$ cat config.mk
export PLATFORM = sky130hd
export DESIGN_NAME = led_blink_arbiter
export DESIGN_NICKNAME = d
export VERILOG_FILES = /design/src/rtl/led_blink_arbiter.sv
export SDC_FILE = /design/constraint.sdc
export NUM_CORES = 1
export LEC_CHECK = 0
export CAP_MARGIN = 20
export CORE_MARGIN = 1.5
export CORE_UTILIZATION = 54
export CTS_CLUSTER_SIZE = 28
export DETAILED_ROUTE_END_ITERATION = 16
export PLACE_DENSITY = 0.85
export SLEW_MARGIN = 20
export SYNTH_ARGS = -nofsm -noshare
export SYNTH_HDL_FRONTEND = slang
export SYNTH_SLANG_ARGS = --single-unit
$ cat constraint.sdc
create_clock -name clk -period 2.8 [get_ports clk]
set_input_delay 0.56 -clock clk [delete_from_list [all_inputs] [get_ports clk]]
set_output_delay 0.56 -clock clk [all_outputs]
set_load 0.02 [all_outputs]
$ cat src/rtl/led_blink_arbiter.sv
// Shares one status LED between NUM_REQ requesters. Requesters are served round-robin;
// each one gets a burst of blink_cnt blinks followed by a dark gap, then a done pulse.
module led_blink_arbiter #(
  parameter int unsigned NUM_REQ   = 4,
  parameter int unsigned TICK_MAX  = 25000000,
  parameter int unsigned GAP_TICKS = 4,
  parameter int unsigned CNT_W     = 4
) (
  input  logic                     clk,
  input  logic                     rst_n,
  input  logic [NUM_REQ-1:0]       req,
  input  logic [NUM_REQ*CNT_W-1:0] blink_cnt,
  output logic [NUM_REQ-1:0]       grant,
  output logic [NUM_REQ-1:0]       done,
  output logic                     busy,
  output logic                     led
);

  localparam int unsigned TW = (TICK_MAX > 1) ? $clog2(TICK_MAX) : 1;
  localparam int unsigned GW = (GAP_TICKS > 1) ? $clog2(GAP_TICKS) : 1;
  localparam int unsigned IW = $clog2(NUM_REQ);

  typedef enum logic [1:0] {IDLE, ON, OFF, GAP} state_t;

  state_t             state, state_next;
  logic [TW-1:0]      tick_cnt;
  logic               tick;
  logic [CNT_W-1:0]   remaining;
  logic [GW-1:0]      gap_cnt;
  logic               gap_last;
  logic [IW-1:0]      rr_last;
  logic [IW-1:0]      sel;
  logic               any_req;
  logic [NUM_REQ-1:0] sel_onehot;
  logic [CNT_W-1:0]   sel_cnt;
  int unsigned        scan_idx;

  assign tick     = (tick_cnt == TW'(TICK_MAX - 1));
  assign gap_last = (gap_cnt == GW'(GAP_TICKS - 1));

  // Round-robin scan starting just after the last served requester.
  always_comb begin
    any_req  = 1'b0;
    sel      = rr_last;
    scan_idx = 0;
    for (int unsigned off = 1; off <= NUM_REQ; off++) begin
      scan_idx = (32'(rr_last) + off) % NUM_REQ;
      for (int unsigned j = 0; j < NUM_REQ; j++) begin
        if (!any_req && (j == scan_idx) && req[j]) begin
          any_req = 1'b1;
          sel     = IW'(j);
        end
      end
    end
  end

  always_comb begin
    sel_onehot = '0;
    sel_cnt    = '0;
    for (int unsigned j = 0; j < NUM_REQ; j++) begin
      if (IW'(j) == sel) begin
        sel_onehot[j] = 1'b1;
        sel_cnt       = blink_cnt[j*CNT_W +: CNT_W];
      end
    end
  end

  always_ff @(posedge clk or negedge rst_n) begin
    if (!rst_n) state <= IDLE;
    else        state <= state_next;
  end

  always_comb begin
    state_next = state;
    case (state)
      IDLE:    if (any_req) state_next = (sel_cnt == '0) ? GAP : ON;
      ON:      if (tick) state_next = OFF;
      OFF:     if (tick) state_next = (remaining == '0) ? GAP : ON;
      GAP:     if (tick && gap_last) state_next = IDLE;
      default: state_next = IDLE;
    endcase
  end

  always_comb begin
    busy = (state != IDLE);
    done = '0;
    if (state == GAP && tick && gap_last) done = grant;
  end

  // Holding the tick counter at zero in IDLE makes every burst start a full ON phase.
  always_ff @(posedge clk or negedge rst_n) begin
    if (!rst_n) begin
      tick_cnt  <= '0;
      remaining <= '0;
      gap_cnt   <= '0;
      rr_last   <= IW'(NUM_REQ - 1);
      grant     <= '0;
      led       <= 1'b0;
    end else begin
      tick_cnt <= (state == IDLE || tick) ? '0 : tick_cnt + 1'b1;
      led      <= (state_next == ON);

      if (state == IDLE && any_req) begin
        grant     <= sel_onehot;
        rr_last   <= sel;
        remaining <= sel_cnt;
      end else if (state == GAP && state_next == IDLE) begin
        grant <= '0;
      end

      if (state == ON && tick) remaining <= remaining - 1'b1;

      if (state != GAP)  gap_cnt <= '0;
      else if (tick)     gap_cnt <= gap_cnt + 1'b1;
    end
  end

endmodule

* Word level (Yosys, flattened, before mapping)
Index checks and enable logic that the tools add are counted.
** Word-level totals
- Word-level logic and storage cells :: 157
- Register bits :: 40
- Input port bits :: 22
** Operators by class
- Reductions and logical operators :: 66
- Equality and inequality tests :: 22
- Mux-type cells :: 55
- Add/sub/neg operators :: 7
** Operators by type and width (number)
- 32-bit logical NOT :: 4
- 2-bit two-way mux :: 24
- 1-bit logical AND :: 37
- 4-bit two-way mux :: 9
- 25-bit by 1-bit adder with 25-bit output, second input constant :: 1
- 25-bit equality test, second input constant :: 1
- 25-bit two-way mux :: 1
- 2-bit equality test, first input constant :: 10
- 1-bit two-way mux :: 20
- 1-bit logical NOT :: 15
- 1-bit by 2-bit equality test with 1-bit output, first input constant :: 5
- 4-bit logical NOT :: 2
- 2-bit one-hot mux with 4 select lines :: 1
- 2-bit nonzero test :: 4
- 2-bit by 1-bit adder with 2-bit output, second input constant :: 3
- 2-bit equality test, second input constant :: 3
- 2-bit logical NOT :: 3
- 2-bit adder, second input constant :: 2
- 2-bit by 1-bit equality test with 1-bit output, second input constant :: 2
- 4-bit by 1-bit subtractor with 4-bit output, second input constant :: 1
- 2-bit inequality test, second input constant :: 1
- 1-bit logical OR :: 1

* Longest topological paths before layout
Gate-level depths: netlist of run 1.
- Word-level depth :: 77
- Gate-level depth with buffers :: 7

* Worst setup path before layout of run 1
OpenSTA, ideal clock, no wires.
- Path kind :: reg2out
- From :: register tick_cnt[9]
- To :: output done[0]
- Arrival :: 1.638 ns
- Path buffers :: 0
- Cell stages (with the launch flop) :: 6
- Slack :: 0.602 ns
- Cells stage by stage :: dfrtp_1 -> or4b_4 -> nor4_4 -> nand2_1 -> nor2_1 -> and2_1
** Between the ends
- Longest elaborated chain between the ends :: 4
** Ends and longest elaborated chain
- start, declared :: line 26 : logic [TW-1:0] tick_cnt;
- start signal, assigned :: line 100 : tick_cnt <= (state == IDLE || tick) ? '0 : tick_cnt + 1'b1;
- 25-bit equality test :: line 38 : assign tick = (tick_cnt == TW'(TICK_MAX - 1));
- 1-bit logical AND (2 in series) :: line 87 : if (state == GAP && tick && gap_last) done = grant;
- 4-bit two-way mux :: line 87
- end, declared :: line 14 : output logic [NUM_REQ-1:0] done,
Every way passes these cells.

* Worst setup path after layout of run 1
- From :: register tick_cnt[10]
- To :: output done[1]
The elaborated chain is that of the path after synthesis.

==> results of run 1 <==
-- cells by family after synthesis --
group           share of synthesized area
buf+inv                           0.02764
xor+xnor                          0.08900
simple gates                       0.2609
compound gates                    0.09784
fa+ha+maj                         0.02211
flops                              0.4433
mux                               0.05915
-- routing by layer --
metal	GRT usage	up-vias	wire length, um
met5	0	-	0
met4	0.09949	0	79
met3	0.05000	8	146
met2	0.3395	31	2165
met1	0.3047	872	2214
li1	-	916	-
-- final timing paths --
kind                                        start                     end  slack (ns)
setup / recovery           tick_cnt[10]$_DFF_PN0_                 done[1]        0.12
hold / removal                              rst_n  tick_cnt[22]$_DFF_PN0_        0.38
setup reg to reg           tick_cnt[10]$_DFF_PN0_  tick_cnt[14]$_DFF_PN0_        0.59
hold reg to reg            rr_last[0]$_DFFE_PN1P_  rr_last[0]$_DFFE_PN1P_        0.52
max in group asynchronous                   rst_n  gap_cnt[1]$_DFFE_PN0P_        1.88
min in group clk           rr_last[0]$_DFFE_PN1P_  rr_last[0]$_DFFE_PN1P_        0.52
-- power groups by stage --
stage | combinational, mW | clock, mW | sequential, mW
global route | 0.145 | 0.425 | 0.592
global placement | 0.130 | 0 | 0.602
floorplan | 0.0610 | 0 | 0.605
CTS | 0.133 | 0.394 | 0.591
finish | 0.132 | 0.389 | 0.591
detailed placement | 0.133 | 0 | 0.602
-- state kept, by name (all words and copies together), names as in the netlist --
| name | count |
|---|---|
| tick_cnt | 25 |
| grant | 4 |
| remaining | 4 |
| gap_cnt | 2 |
| rr_last | 2 |
| state | 2 |
| led | 1 |
-- placed cells by master, fill, tap and decap left out, drive strengths merged, types with 6 or more instances in the layout --
cell	n
nand2	21
nand3	17
buf	10
inv	8
xor2	16
o21ai	7
and3	6
clkdlybuf4s50	26
xnor2	7
mux2i	10
and2	6
nor2	41
clkbuf	10
dfrtp	38
-- repair_timing --
| action | in CTS | in global routing |
|---|---|---|
| gates resized for setup | 4 | 8 |
| endpoints found under the setup margin | 4 | 4 |
| pin swaps | 0 | 0 |
-- per-stage QoR --
step	setup WS (ns)	cell area, um2	utilization
2_1_floorplan	0.6022	2263	-
3_3_place_gp	0.1552	2666	0.6618
3_5_place_dp	0.09824	2666	0.6618
4_1_cts	0.04728	2751	0.6829
5_1_grt	0.001386	2756	0.6842
6_report	0.1179	2756	0.6842
-- cell type report --
class,count,area (um2)
well taps,50,62.56
flip-flops and latches,40,1003
fillers,298,1272
clock buffers,8,90.09
multi-input cells,186,1209
inverters,8,30.03
repair buffers,40,361.6
==> impl_metrics.tcl, run 1 <==
set metrics [dict create \
    outcome "finished, final reports clean" \
    grt_first_pass_wirelength_um 7583 \
    core_area_mm2 0.004029 \
    synth_ff_type "dfrtp_1" \
    synth_top_area_cell "dfrtp_1" \
    ant_nets 0 \
    ys_seq_elements 40 \
    syn_inst 240 \
    mappedNetlistNets 266 \
    slew_headroom 0.4261 \
    seq_power_share 0.532 \
    reg2reg_depth 6 \
    finalSetupViolations 0 \
    vias 1827 \
    clkSinkCount 40 \
    io_buffer_count 31 \
    cp-end-kind "output pin" \
    netSwitchingFraction 0.2306 \
    syn_avg_cell_area_um2 9.431 \
    finalMaxSlewViolations 0 \
    cts_hold_buffers 0 \
    cp.depth 6 \
    ys_seq_area_frac 0.4433 \
    stdcell_count 332 \
    grt_usage 0.2237 \
    yosys-top-cells-count "nor2_1 (41), dfrtp_1 (38), nand2_1 (20), nand3_1 (17), xor2_1 (16)" \
    grt_overflow 0 \
    first_iter_violations 87 \
    diodes 0 \
    min_path_type "primary input to asynchronous set/reset pin" \
    die_h_um 67.74 \
    fin_crit_sh 0.9579 \
    maxCapViolCount 0 \
    antenna_found_initial 0 \
    cts_htree_levels 2 \
    grt_pass1_vias 1721 \
    hpwl_um 3467 \
    dieArea_mm2 0.004589 \
    via_per_inst 5.503 \
    combPwrFrac 0.119 \
    cp_max_fo 4 \
    period_needed_ns 2.682 \
    io_pins 32 \
    skew_ns 0.006752 \
    clockRootBuffer "clkbuf_8" \
    crit_type "flop to output pin" \
    total_power_mw 1.112 \
    cp_num_buf_inv 1 \
    cts_tree "built" \
    yosysTopAreaCellShare 0.4201 \
    grt_max_degree 41 \
    dr.pass1.iters 4 \
    synthesis.area_mm2 0.002263 \
    start_util 0.5618 \
    drc 0 \
    routabilityCongestion 0.8025 \
    drive_above_1_share 0.1206 \
    dp.cells 324 \
    cp_slowest_cell "or4b_4" \
    nets 307 \
    rsz0062_at_grt "false" \
    cp_cell_sequence "or4b_4 -> nor4_4 -> nand2_1 -> nor2_2 -> and2_1 -> dlygate4sd2_1" \
    post-cts-setup-buffer-count 0 \
    tns_ns 0 \
    max-clock-path-buffers 2 \
    worst_pin_slew_ns 0.8609 \
    rows 23 \
    area_growth_pct 21.78 \
    wire_per_inst_um 13.87 \
    yosysMostFrequentCell "nor2_1" \
    die_w_um 67.74 \
    routed_wl_um 4605 \
    clkPwrFrac 0.350 \
    path_clk_slew_ns 0.07 \
    numCtsBuffers 5 \
    async_flop_share 1.000 \
    holdWs_ns 0.3756 \
    critPathMaxStageDelay_ns 0.54 \
    synth_area_leaders "dfrtp_1 (42%), nor2_1 (6.8%), xor2_1 (6.2%)" \
    critPathArrivalTime_ns 2.12 \
    cp_top_family "simple AND/OR/NAND/NOR gates" \
    switchingPower_mw 0.2564 \
    clock_latency_ns 0.29 \
    yosysWarnings 0 \
    power_density_mw_per_mm2 403.3 \
    synth.distinct_cells 45 \
    hold_viol 0 \
    synth-edff-count 0 \
    peakVddDrop_mv 0.2668 \
    p_int_mw 0.8553 \
    static-leakage-power_nw 1.297 \
    start_kind "flop" \
    max_freq_ghz 0.3728 \
    cp.required_ns 2.24 \
]
(Power assumes the default switching activity.)
==> run 2, diff against run 1 <==
PLACE_DENSITY = unset   (was 0.85)
PLACE_DENSITY_LB_ADDON = 0.1   (was unset)
SKIP_CTS_REPAIR_TIMING = 1   (was unset)
==> run 2 against run 1 <==
Die area unchanged. Register-to-register slack better by 0.04 ns. Cell count is 1.5% higher. Global-route usage decreased by 0.13 points. Total power increased by 6.9%. Utilization increased by 1.8 points. First-iteration DRC count up 13%. Clock power up 20%. Clock skew is 0.0050 ns higher. Critical endpoint unchanged. Largest power group unchanged.
==> impl_metrics.tcl, run 2 (synthesis results as in run 1) <==
set metrics [dict create \
    core_area_mm2 0.004029 \
    dr.pass1.iters 4 \
    drc 0 \
    cp.required_ns 2.24 \
    r2r_slack_ns 0.63 \
    period_needed_ns 2.601 \
    grt_overflow 0 \
    register_area_mm2 0.001003 \
    path_clk_slew_ns 0.08 \
    numCtsBuffers 5 \
    max_freq_ghz 0.3845 \
    hold_viol 0 \
    place_ws_ns 0.08102 \
    fin_crit_sh 0.9288 \
    nFillCells 313 \
    routed_wl_um 4676 \
    diodes 0 \
    final_cell_mix "nor2_1 (40), dfrtp_1 (38), clkdlybuf4s50_1 (26), nand2_1 (20), nand3_1 (17)" \
    dieArea_mm2 0.004589 \
    cp_max_fo 4 \
    max-clock-path-buffers 2 \
    top_regs "tick_cnt x25, grant x4, remaining x4" \
    outcome "finished, final reports clean" \
    cts_htree_levels 2 \
    critPathArrivalTime_ns 2.04 \
    ant_nets 0 \
    die_h_um 67.74 \
    finalSetupViolations 0 \
    skew_ns 0.01172 \
    cts_tree "built" \
    clkSinkCount 40 \
    worst_pin_slew_ns 0.8750 \
    crit_type "flop to output pin" \
    final_common_cell "nor2_1" \
    start_kind "flop" \
    clockRootBuffer "clkbuf_8" \
    antenna_found_initial 0 \
    finalMaxSlewViolations 0 \
    total_power_mw 1.188 \
    drive_above_1_share 0.1289 \
    start_util 0.5618 \
    maxCapViolCount 0 \
    largest_reg_flops 25 \
    grt_first_pass_wirelength_um 7610 \
    multi_input_area_mm2 0.001206 \
    cp-end-kind "output pin" \
    fin_ws_ns 0.1995 \
    io_buffer_count 31 \
    io_pins 32 \
    via_per_inst 5.513 \
    grt_max_degree 41 \
    min_path_type "primary input to asynchronous set/reset pin" \
    grt_pass1_vias 1676 \
    first_iter_violations 98 \
    rows 23 \
    holdWs_ns 0.3731 \
    largest-register "tick_cnt" \
    wire_per_inst_um 13.88 \
    static-leakage-power_nw 1.400 \
    peakVddDrop_mv 0.2598 \
    hpwl_um 3501 \
    clock_latency_ns 0.30 \
    rsz0062_at_grt "false" \
    slew_headroom 0.4166 \
    tns_ns 0 \
    die_w_um 67.74 \
    vias 1858 \
    nets 312 \
    grt_usage 0.2224 \
    power_density_mw_per_mm2 419.7 \
    area_growth_pct 25.04 \
    routabilityCongestion 0.8431 \
]
-- run 2: cell type report --
type,count,area share
clock buffer,6,0.02564
clock inverter,2,0.01238
inverter,8,0.01061
multi-input combinational,186,0.4262
sequential,40,0.3546
tap,50,0.02210
timing repair buffer,45,0.1485
-- run 2: where the power goes --
| group | internal (mW) | switching [mW] | total [mW] |
|---|---|---|---|
| Clock | 0.265 | 0.201 | 0.465 |
| Combinational | 0.0695 | 0.0627 | 0.132 |
| Sequential | 0.585 | 0.00574 | 0.591 |
-- run 2: path summary, 6_finish.rpt --
check | start | depth (start not counted) | endpoint
max | tick_cnt[9]$_DFF_PN0_ | 6 | done[1]
min | rst_n | 1 | tick_cnt[13]$_DFF_PN0_
max reg2reg | rr_last[0]$_DFFE_PN1P_ | 6 | led$_DFF_PN0_
min reg2reg | remaining[3]$_DFFE_PN0P_ | 2 | remaining[3]$_DFFE_PN0P_
max in group asynchronous | rst_n | 1 | remaining[0]$_DFFE_PN0P_
min in group clk | remaining[3]$_DFFE_PN0P_ | 2 | remaining[3]$_DFFE_PN0P_
-- run 2: per-layer routing --
metal,routed length [um],share of wire,up-vias,track usage
li1,-,-,930,-
met1,2307,0.49,897,0.3132
met2,2185,0.47,24,0.3395
met3,121,0.026,7,0.04000
met4,61,0.013,0,0.08418
met5,0,0,-,0
-- run 2: critical path, cell delays in order, from the launching register on --
cell and delay, ns:
dfrtp_1 0.39, or4b_4 0.55, nor4_4 0.16, nand2_1 0.11, nor2_2 0.17, and2_1 0.15, dlymetal6s2s_1 0.22
-- run 2: metrics by stage --
| stage | std cells | instance area (um2) | utilization |
|---|---|---|---|
| 6_report | 337 | 2830 | 0.7025 |
| 5_1_grt | 337 | 2830 | 0.7025 |
| 4_1_cts | 337 | 2811 | 0.6978 |
| 3_5_place_dp | 329 | 2704 | 0.6711 |
| 3_3_place_gp | 329 | 2704 | 0.6711 |
| 2_1_floorplan | 240 | 2263 | - |
